<file path="src/rtl/ctrl_pkg.sv">
// ctrl_pkg: shared config type, reset defaults and sclk-ratio helpers for i2s_clkgen.
package ctrl_pkg;
  localparam int CLK_DIV_W  = 8;
  localparam int CLK_FRAC_W = 8;
  localparam int CLK_MAX_CH = 8;
  localparam int CLK_CH_W   = $clog2(CLK_MAX_CH + 1);
  typedef enum logic [1:0] {SCLK_R2, SCLK_R4, SCLK_R8, SCLK_R16} sclk_sel_e;
  typedef struct packed {
    logic [CLK_DIV_W-1:0]  div;
    logic [CLK_FRAC_W-1:0] frac;
    sclk_sel_e             sclk_sel;
    logic                  slot32;
    logic [CLK_CH_W-1:0]   nch;
  } clkgen_cfg_t;
  localparam clkgen_cfg_t CFG_RST = '{
    div: CLK_DIV_W'(2), frac: '0, sclk_sel: SCLK_R2, slot32: 1'b0, nch: CLK_CH_W'(2)
  };
  function automatic logic [3:0] r_last(input sclk_sel_e s);
    return 4'hf >> ~s;
  endfunction
  function automatic logic [3:0] r_half(input sclk_sel_e s);
    return 4'd1 << s;
  endfunction
  function automatic logic [4:0] l_last(input logic slot32);
    return slot32 ? 5'd31 : 5'd15;
  endfunction
endpackage

</file>
<file path="src/rtl/i2s_frac_div.sv">
// i2s_frac_div: N + F/2^FRAC_W mclk divider; tick marks the last pclk cycle of each mclk period.
module i2s_frac_div #(
  parameter int DIV_W  = 8,
  parameter int FRAC_W = 8
) (
  input  logic              pclk,
  input  logic              rst_,
  input  logic              clr,
  input  logic              start,
  input  logic [DIV_W-1:0]  n,
  input  logic [FRAC_W-1:0] f,
  output logic              mclk,
  output logic              tick
);
  localparam logic [DIV_W:0] ONE = (DIV_W + 1)'(1);
  logic [DIV_W:0]  per_q, per_d, cyc_q, cyc_d;
  logic [FRAC_W-1:0] acc_q, acc_d;
  logic [FRAC_W:0] sum;
  logic mclk_q, mclk_d, newp;
  always_comb begin
    tick   = cyc_q == per_q - ONE;
    newp   = start || tick;
    sum    = {1'b0, start ? FRAC_W'(0) : acc_q} + {1'b0, f};
    per_d  = clr ? '0 : newp ? {1'b0, n} + {{DIV_W{1'b0}}, sum[FRAC_W]} : per_q;
    acc_d  = clr ? '0 : newp ? sum[FRAC_W-1:0] : acc_q;
    cyc_d  = (clr || newp) ? '0 : cyc_q + ONE;
    // high for ceil(P/2) cycles, so odd periods favour the high phase
    mclk_d = !clr && (cyc_d < ((per_d + ONE) >> 1));
  end
  always_ff @(posedge pclk or negedge rst_) begin
    if (!rst_) begin
      per_q  <= '0;
      cyc_q  <= '0;
      acc_q  <= '0;
      mclk_q <= 1'b0;
    end else begin
      per_q  <= per_d;
      cyc_q  <= cyc_d;
      acc_q  <= acc_d;
      mclk_q <= mclk_d;
    end
  end
  assign mclk = mclk_q;
endmodule

</file>
<file path="src/rtl/i2s_clkgen.sv">
// i2s_clkgen: mclk/sclk/ws generator for I2S and TDM framing with frame-boundary shadowed reconfiguration.
module i2s_clkgen
  import ctrl_pkg::*;
#(
  parameter int DIV_W  = CLK_DIV_W,
  parameter int FRAC_W = CLK_FRAC_W,
  parameter int MAX_CH = CLK_MAX_CH,
  parameter int CH_W   = $clog2(MAX_CH + 1)
) (
  input  logic              pclk,
  input  logic              rst_,
  input  logic              en,
  input  logic              cfg_load,
  input  logic [DIV_W-1:0]  cfg_div,
  input  logic [FRAC_W-1:0] cfg_frac,
  input  logic [1:0]        cfg_sclk_sel,
  input  logic              cfg_slot32,
  input  logic [CH_W-1:0]   cfg_nch,
  output logic              mclk,
  output logic              sclk,
  output logic              ws,
  output logic              sclk_fall,
  output logic              sclk_rise,
  output logic              frame_start,
  output logic              cfg_pend
);
  function automatic logic [DIV_W-1:0] div_eff(input logic [DIV_W-1:0] d);
    return d < DIV_W'(2) ? DIV_W'(2) : d;
  endfunction
  function automatic logic [CH_W-1:0] nch_eff(input logic [CH_W-1:0] c);
    return c == '0 ? CH_W'(1) : c > CH_W'(MAX_CH) ? CH_W'(MAX_CH) : c;
  endfunction
  clkgen_cfg_t cfg_q, cfg_d, shd_q, shd_d, cfg_in;
  logic pend_q, pend_d, run_q, run_d;
  logic [3:0] mcnt_q, mcnt_d;
  logic [4:0] bit_q, bit_d;
  logic [CH_W-1:0] slot_q, slot_d;
  logic sclk_q, sclk_d, ws_q, ws_d, fall_q, fall_d, rise_q, rise_d, fs_q, fs_d;
  logic start, tick, adv, mwrap, bwrap, swrap, bnd, apply;
  i2s_frac_div #(.DIV_W(DIV_W), .FRAC_W(FRAC_W)) u_div (
    .pclk  (pclk),
    .rst_  (rst_),
    .clr   (!en),
    .start (start),
    .n     (div_eff(cfg_d.div)),
    .f     (cfg_d.frac),
    .mclk  (mclk),
    .tick  (tick)
  );
  always_comb begin
    cfg_in = '{div: cfg_div, frac: cfg_frac, sclk_sel: sclk_sel_e'(cfg_sclk_sel),
               slot32: cfg_slot32, nch: cfg_nch};
    start  = en && !run_q;
    adv    = en && run_q && tick;
    mwrap  = mcnt_q == r_last(cfg_q.sclk_sel);
    bwrap  = bit_q == l_last(cfg_q.slot32);
    swrap  = slot_q == nch_eff(cfg_q.nch) - CH_W'(1);
    bnd    = start || (adv && mwrap && bwrap && swrap);
    // the shadow lands at a frame boundary, or immediately while stopped
    apply  = pend_q && (bnd || !en);
    cfg_d  = apply ? shd_q : cfg_q;
    shd_d  = cfg_load ? cfg_in : shd_q;
    pend_d = cfg_load || (pend_q && !apply);
    run_d  = en;
    mcnt_d = (!en || bnd) ? '0 : adv ? (mwrap ? '0 : mcnt_q + 4'd1) : mcnt_q;
    bit_d  = (!en || bnd) ? '0 : (adv && mwrap) ? (bwrap ? '0 : bit_q + 5'd1) : bit_q;
    slot_d = (!en || bnd) ? '0 : (adv && mwrap && bwrap) ? slot_q + CH_W'(1) : slot_q;
    sclk_d = mcnt_d >= r_half(cfg_d.sclk_sel);
    fall_d = (start || adv) && mcnt_d == '0;
    rise_d = (start || adv) && mcnt_d == r_half(cfg_d.sclk_sel);
    fs_d   = bnd;
    ws_d   = en && (nch_eff(cfg_d.nch) == CH_W'(2) ? slot_d[0] : (slot_d == '0 && bit_d == '0));
  end
  always_ff @(posedge pclk or negedge rst_) begin
    if (!rst_) begin
      cfg_q  <= CFG_RST;
      shd_q  <= '0;
      pend_q <= 1'b0;
      run_q  <= 1'b0;
      mcnt_q <= '0;
      bit_q  <= '0;
      slot_q <= '0;
      sclk_q <= 1'b0;
      ws_q   <= 1'b0;
      fall_q <= 1'b0;
      rise_q <= 1'b0;
      fs_q   <= 1'b0;
    end else begin
      cfg_q  <= cfg_d;
      shd_q  <= shd_d;
      pend_q <= pend_d;
      run_q  <= run_d;
      mcnt_q <= mcnt_d;
      bit_q  <= bit_d;
      slot_q <= slot_d;
      sclk_q <= sclk_d;
      ws_q   <= ws_d;
      fall_q <= fall_d;
      rise_q <= rise_d;
      fs_q   <= fs_d;
    end
  end
  assign sclk        = sclk_q;
  assign ws          = ws_q;
  assign sclk_fall   = fall_q;
  assign sclk_rise   = rise_q;
  assign frame_start = fs_q;
  assign cfg_pend    = pend_q;
endmodule
</file>
<file path="config.mk">
export PLATFORM = sky130hd
export DESIGN_NAME = i2s_clkgen
export DESIGN_NICKNAME = d
export VERILOG_FILES = /design/src/rtl/ctrl_pkg.sv /design/src/rtl/i2s_frac_div.sv /design/src/rtl/i2s_clkgen.sv
export SDC_FILE = /design/constraint.sdc
export NUM_CORES = 1
export LEC_CHECK = 0
export ABC_AREA = 0
export ABC_CLOCK_PERIOD_IN_PS = 6100
export CORE_UTILIZATION = 54
export CTS_CLUSTER_DIAMETER = 50
export CTS_CLUSTER_SIZE = 10
export DETAILED_ROUTE_END_ITERATION = 8
export HOLD_SLACK_MARGIN = 0.03
export PLACE_DENSITY = 0.82
export SETUP_SLACK_MARGIN = 0.05
export SYNTH_ARGS = -nofsm -noshare
export SYNTH_HDL_FRONTEND = slang
export SYNTH_SLANG_ARGS = --single-unit
export TNS_END_PERCENT = 5
</file>
<file path="constraint.sdc">
create_clock -name pclk -period 6.1 [get_ports pclk]
set_input_delay 1.22 -clock pclk [delete_from_list [all_inputs] [get_ports pclk]]
set_output_delay 1.22 -clock pclk [all_outputs]
set_load 0.01 [all_outputs]
</file>
==> impl_results.md, run 1 <==
* Top post-synthesis cells by area: dfrtp_1, mux2_2, ha_1
* Core area at 9730 µm²
* Number of synthesized flops with an enable pin at 0
* CP required at 6.41 ns
* Period minus WS final at 6.04 ns
* Slowest cell on crit path: or4_4
* Slew @ Worst Pin at 1.10 ns
* Main combinational cell family by area after synthesis: simple AND/OR/NAND/NOR gates
* CTS Buffer Depth at 2
* First-pass GRT wire length at 19900 µm
* Setup Skew at 0.0158 ns
* Worst setup margin at 0.0563 ns
* Crit share post-route at 99.1%
* Top cell type's share of synthesized area at 42.3%
* GP Congestion at 0.867
* Routed len/inst at 17.4 µm
* Max Fclk at 165 MHz
* CP Capture Type: flip-flop
* Input/output buffers at 33
* Clock sinks at 93
* Placed Area at 5990 µm²
* Syn_area_per_cell at 10.6 µm²
* Seq cells post-synth at 93
* Worst Setup SP: u_div.per_q[1]
* Switching pwr at 505 µW
* Die Ht at 102 µm
* Most frequent cells in the layout: dfrtp_1, mux2_2, nand2_1
* Compound-Gate Fraction of Synth Area at 10.9%
* R2r startpoint: u_div.per_q[1]
* Met3 Use GR at 4.83%
* Area Overhead vs Synth at 18.0%
* R2R Path End: u_div.mclk
* Mux share of post-synthesis cell area at 11.7%
* Int Pwr at 1.08 mW
* CTS tree: yes
* Max-slew violation count at 0
* Critical Path Fanout Max at 4
* Switching Share at 31.9%
* Share of post-route cells with drive strength above 1 at 21.9%
* Antenna viol nets, final at 0
* Clk root buf: clkbuf_8
* Hold_sp: u_div.acc_q[7]
* Vias in the first global route at 4229
* XOR/XNOR share of the synthesized area at 7.82%
* DRC viols at 0
* Pleak at 2.70 nW
* Gate count after technology mapping at 506
* Slew Limit Headroom at 26.7%
* Clk slew on worst S/H paths at 0.10 ns
* Crit Path Class: flip-flop to flip-flop
* Hold Path Depth at 2
* Asr flop ratio synth at 100%
* Gate power share at 28.5%
* H-tree depth at 3
* Io pins at 34
* Critical Path End: u_div.mclk
* Sequential share of the synthesized area at 43.3%
* CP Launch Type: flip-flop
* DR pass1 iterations at 4
* Sequential fraction of design power at 47.0%
* Hold Path Class: flip-flop to flip-flop
* Final hold vios at 0
* Netlist cell types at 73
* Post-synthesis net count at 562
* Dpl ws at -0.0255 ns
* Syn Std Cell Area at 5380 µm²
* Tot Pwr at 1.58 mW
* Status: completed
* Vias/cell at 5.84
* Die W at 102 µm
* Yosys Warn Count at 0
* Commonest non-fill, non-tap cell in the layout: dfrtp_1
* WL final at 12100 µm
* Area share of fa/ha/maj cells after synthesis at 6.89%
* Met1 global-route usage at 31.8%
* Power per cell area at 249 nW/µm²
* Max stage delay on crit path at 0.57 ns
* CP arrival at 6.35 ns
* RSZ-0062 raised after global routing: yes
* Starting density of the core at 55.3%
* Total GRT Usage at 25.0%
* Largest net degree at the start of global routing at 60
* Clk pwr share at 24.5%
* Final cell utilization of the core at 65.3%
* Register-to-register setup slack at 0.06 ns
* Die area at 10400 µm²
* Initial DRC count at 143
* TritonCTS buffer count at 9
* Met2 GRT Util at 42.1%
* Row cnt at 36
* Busiest grt layer: met2
* # fillers at 767
* Vias at 4073
* Final nets at 616
* Worst IR drop on VDD at 0.000126 V
* N_diodes at 0
* Number of max-cap violations at 0
* Simple-Gate Fraction of Synth Area at 17.3%
* Total grt overflow at 0
* Cell taking the most area after synthesis: dfrtp_1
* Fin area at 6350 µm²
* Primary FF master, synth: dfrtp_1
* Final HPWL DP at 8690 µm
* Initial antenna violation count at 1
* Worst skew pair latency at 0.37 ns
* R2r worst-path depth at 28
* Final setup vio count at 0
* Hold Buf Count CTS at 0
* Most used cell, CP: ha_4
synth_stat cells, drive strengths merged, types with 3 or more instances:
| master | number |
|---|---|
| a21boi | 3 |
| a21o | 8 |
| a21oi | 20 |
| a22o | 3 |
| a31oi | 3 |
| and2 | 11 |
| and3 | 4 |
| and4 | 3 |
| buf | 7 |
| clkbuf | 4 |
| dfrtp | 91 |
| ha | 28 |
| inv | 13 |
| mux2 | 46 |
| mux2i | 11 |
| nand2 | 42 |
| nand2b | 9 |
| nand3 | 15 |
| nand4 | 5 |
| nand4b | 3 |
| nor2 | 40 |
| nor2b | 5 |
| nor3 | 8 |
| nor4 | 6 |
| nor4b | 3 |
| o21ai | 17 |
| o21bai | 3 |
| or2 | 3 |
| or3 | 7 |
| xnor2 | 30 |
| xor2 | 18 |
worst min-delay path by stage:
stage                           to  slack, ns
floorplan           u_div.acc_q[2]       0.44
global placement    u_div.acc_q[7]       0.45
detailed placement  u_div.acc_q[5]       0.46
CTS                 u_div.acc_q[5]       0.48
global route        u_div.acc_q[4]       0.52
finish              u_div.acc_q[7]       0.49
logic make-up after synthesis:
kind of cell	Yosys count
compound gates	80
xor+xnor	48
fa+ha+maj	29
buf+inv	24
flops	93
mux	57
simple gates	175
critical path, delay by kind of cell (launching register included):
family | cells | cell delay (ns)
xor+xnor | 2 | 0.25
buf+inv | 1 | 0.16
flops | 1 | 0.44
fa+ha+maj | 4 | 0.92
mux | 1 | 0.36
compound gates | 10 | 2.37
simple gates | 10 | 1.52
per-layer routing:
layer / share of wire (%) / vias up
li1: - / 1922
met1: 43 / 2025
met2: 50 / 89
met3: 3.3 / 35
met4: 2.9 / 2
met5: 0.14 / -
flip-flops by register name (all words and copies together) (netlist names), 4 cells and up:
signal / flops
u_div.cyc_q: 9
bit_q: 5
mcnt_q: 4
shd_q: 23
u_div.per_q: 9
u_div.acc_q: 8
slot_q: 4
cfg_q: 23
final cells by class:
| cell class | instances | area (µm²) | area share (%) |
|---|---|---|---|
| multi-input cells | 389 | 3140 | 49.4 |
| flip-flops and latches | 93 | 2330 | 36.7 |
| repair buffers | 54 | 489 | 7.71 |
| inverters | 13 | 48.8 | 0.769 |
| clock buffers | 11 | 141 | 2.23 |
| clock inverters | 5 | 35.0 | 0.552 |
| well taps | 133 | 166 | 2.62 |
what timing repair did:
item	in CTS	in global routing
endpoints found under the setup margin	1	1
cloned	0	0
pin swaps	7	15
buffers inserted	4	2
gates resized for setup	6	16
stage by stage:
step,cells,setup TNS [ns],hold WS (ns)
2_1_floorplan,506,0,0.442
3_5_place_dp,676,-0.0255,0.463
6_report,698,0,0.490
5_1_grt,698,-0.349,0.520
4_1_cts,696,0,0.484
3_3_place_gp,676,0,0.454
power by group through the flow:
stage	logic (mW)	registers [mW]	clock network (mW)
2_1_floorplan	0.291	0.737	0
3_3_place_gp	0.387	0.749	0
3_5_place_dp	0.404	0.753	0
4_1_cts	0.419	0.741	0.394
5_1_grt	0.496	0.754	0.417
6_report	0.452	0.744	0.387
Note: power is estimated with default switching activity, not from simulation.
==> run 2: changes to the inputs <==
--- a/config.mk
+++ b/config.mk
@@ -7,12 +7,13 @@
 export LEC_CHECK = 0
 export ABC_AREA = 0
 export ABC_CLOCK_PERIOD_IN_PS = 6100
-export CORE_UTILIZATION = 54
+export CORE_UTILIZATION = 58
 export CTS_CLUSTER_DIAMETER = 50
 export CTS_CLUSTER_SIZE = 10
 export DETAILED_ROUTE_END_ITERATION = 8
+export DONT_BUFFER_PORTS = 1
 export HOLD_SLACK_MARGIN = 0.03
-export PLACE_DENSITY = 0.82
+export PLACE_DENSITY = 0.81
 export SETUP_SLACK_MARGIN = 0.05
 export SYNTH_ARGS = -nofsm -noshare
 export SYNTH_HDL_FRONTEND = slang
==> impl_results.md, run 2 (same netlist as run 1, synthesis figures left out) <==
* Hold Path Class: flip-flop to flip-flop
* Final HPWL DP at 8220 µm (-5.4%)
* Period minus WS final at 6.34 ns (+0.301 ns)
* Initial DRC count at 201 (+41%)
* TritonCTS buffer count at 9 (unchanged)
* Crit share post-route at 104% (+4.9 points)
* Power per cell area at 262 nW/µm² (+5.0%)
* Final setup vio count at 2 (+2)
* Tot Pwr at 1.61 mW (+2.0%)
* Most used cell, CP: buf_4
* Hold_ws at 0.498 ns (+0.00832 ns)
* Critical Path Fanout Max at 4 (unchanged)
* Clock sinks at 93 (unchanged)
* R2r startpoint: u_div.per_q[1]
* Dpl ws at -0.246 ns (-0.220 ns)
* CP arrival at 6.59 ns (+0.24 ns)
* Max-slew violation count at 0 (unchanged)
* Commonest non-fill, non-tap cell in the layout: dfrtp_1
* Placed Cells incl. Taps at 611 (-9.6%)
* CP Launch Type: flip-flop
* CP required at 6.35 ns (-0.06 ns)
* Initial antenna violation count at 0 (-1)
* Met1 global-route usage at 33.2% (+1.4 points)
* Die area at 9660 µm² (-6.8%)
* Vias/cell at 6.19 (+6.1%)
* DRC viols at 4 (+4)
* Starting density of the core at 60.8% (+5.5 points)
* Register-to-register setup slack at -0.24 ns (-0.30 ns)
* Final hold vios at 0 (unchanged)
* Routed len/inst at 18.8 µm (+7.8%)
* Slew Limit Headroom at 30.0% (+3.3 points)
* Input/output buffers at 0 (-100%)
* Io pins at 34 (unchanged)
* Fin cells at 660 (-5.4%)
* Hold path endpoint: u_div.acc_q[2]
* Final cell utilization of the core at 69.7% (+4.4 points)
* Status: complete, but fails checks
* Total grt overflow at 0 (unchanged)
* Max Fclk at 158 MHz (-4.7%)
* Crit Path Class: flip-flop to flip-flop
* GP Congestion at 0.888 (+2.4%)
* Total GRT Usage at 26.7% (+1.7 points)
* Final nets at 603 (-2.1%)
* Area Overhead vs Synth at 14.6%
* Met3 Use GR at 5.08% (+0.25 points)
* First-pass GRT wire length at 20400 µm (+2.5%)
* Busiest grt layer: met2
* Failing checks: design-rule violations, negative setup slack
* Top Registers: cfg_q (23), shd_q (23)
* Row cnt at 34 (-5.6%)
* Clk root buf: clkbuf_8
* Antenna viol nets, final at 0 (unchanged)
* CTS tree: yes
* WL final at 12400 µm (+1.9%)
* Slew @ Worst Pin at 1.05 ns (-0.0496 ns)
* R2r worst-path depth at 34 (+21%)
* Slowest cell on crit path: or4_4
* Max stage delay on crit path at 0.56 ns (about the same)
* Number of max-cap violations at 0 (unchanged)
* # fillers at 606 (-21%)
* Vias in the first global route at 4310 (+1.9%)
* Hold_sp: u_div.acc_q[2]
* Worst skew pair latency at 0.37 ns (about the same)
* RSZ-0062 raised after global routing: yes
* Setup Skew at 0.0113 ns (-0.00450 ns)
* Die W at 98.3 µm (-3.4%)
* Worst setup margin at -0.245 ns (-0.301 ns)
* R2R Path End: u_div.acc_q[4]
* CP Capture Type: flip-flop
* Met2 GRT Util at 46.9% (+4.8 points)
* N_diodes at 0 (unchanged)
* Clk slew on worst S/H paths at 0.11 ns (about the same)
* Vias at 4085 (+0.29%)
* Pleak at 2.68 nW (-0.70%)
* DR pass1 iterations at 7 (+3)
* Worst IR drop on VDD at 0.000181 V (+44%)
* Most frequent cells in the layout: dfrtp_1, mux2_2, nand2_1, buf_4, nor2_1
* H-tree depth at 3 (unchanged)
* CTS Buffer Depth at 2 (unchanged)
* Core area at 8850 µm² (-9.1%)
* Share of post-route cells with drive strength above 1 at 26.8% (+4.9 points)
* Largest net degree at the start of global routing at 94 (+57%)
* Die Ht at 98.3 µm (-3.4%)
* Hold Path Depth at 2 (unchanged)
[run 2: cell types whose count changed in the layout (fill, tap and decap cells not counted), moves of 2 or more]
| cell | change |
|---|---|
| clkdlybuf4s50_1 | -32 |
| buf_4 | +19 |
| clkinv_2 | -2 |
| inv_8 | +2 |
[run 2: worst max-delay path, delay by kind of cell (launching register included)]
kind	cells	cell delay, ns
simple gates	4	0.98
compound gates	5	1.17
fa+ha+maj	1	0.35
flops	1	0.44
mux	1	0.40
xor+xnor	1	0.14
buf+inv	22	2.72
[run 2: area by class of cell]
type | count | area (µm²) | share of cell area [%]
Tap cell | 108 | 135 | 2.19
Sequential cell | 93 | 2330 | 37.8
Clock inverter | 7 | 63.8 | 1.04
Timing Repair Buffer | 41 | 312 | 5.05
Inverter | 13 | 48.8 | 0.792
Multi-Input combinational cell | 389 | 3150 | 51.1
Clock buffer | 9 | 124 | 2.01
[run 2: layer usage]
metal / wire length, µm / vias up
li1: - / 1898
met5: 0 / -
met3: 638 / 35
met2: 6230 / 122
met1: 5170 / 2030
met4: 332 / 0
[run 2: how the worst max path moves through the flow]
stage                         from              to  slack [ns]  cells past startpoint
floorplan                 cfg_q[1]      u_div.mclk        0.11                     34
finish              u_div.per_q[1]  u_div.acc_q[4]       -0.24                     34
global route              cfg_q[2]      u_div.mclk       -0.45                     30
detailed placement        cfg_q[2]      u_div.mclk       -0.25                     32
CTS                 u_div.per_q[1]      u_div.mclk        0.06                     27
global placement          cfg_q[2]      u_div.mclk        0.15                     31
[run 2: report_power, final]
part,switching [mW],internal (mW),total (mW),leakage (nW)
clock network,0.250,0.158,0.407,0.0903
logic,0.215,0.240,0.455,1.42
registers,0.0663,0.686,0.752,1.17
[run 2: what timing repair did]
item | CTS | global route
buffers inserted | 27 | 6
pin swaps | 17 | 17
hold buffers | 0 | 0
resized for setup | 19 | 10
setup endpoints to repair | 1 | 2
[run 2: through the flow]
stage               setup TNS, ns  instance area [µm²]
CTS                             0                 6070
global route               -0.845                 6160
global placement                0                 5580
floorplan                       0                 5450
detailed placement         -0.246                 5580
finish                     -0.424                 6160
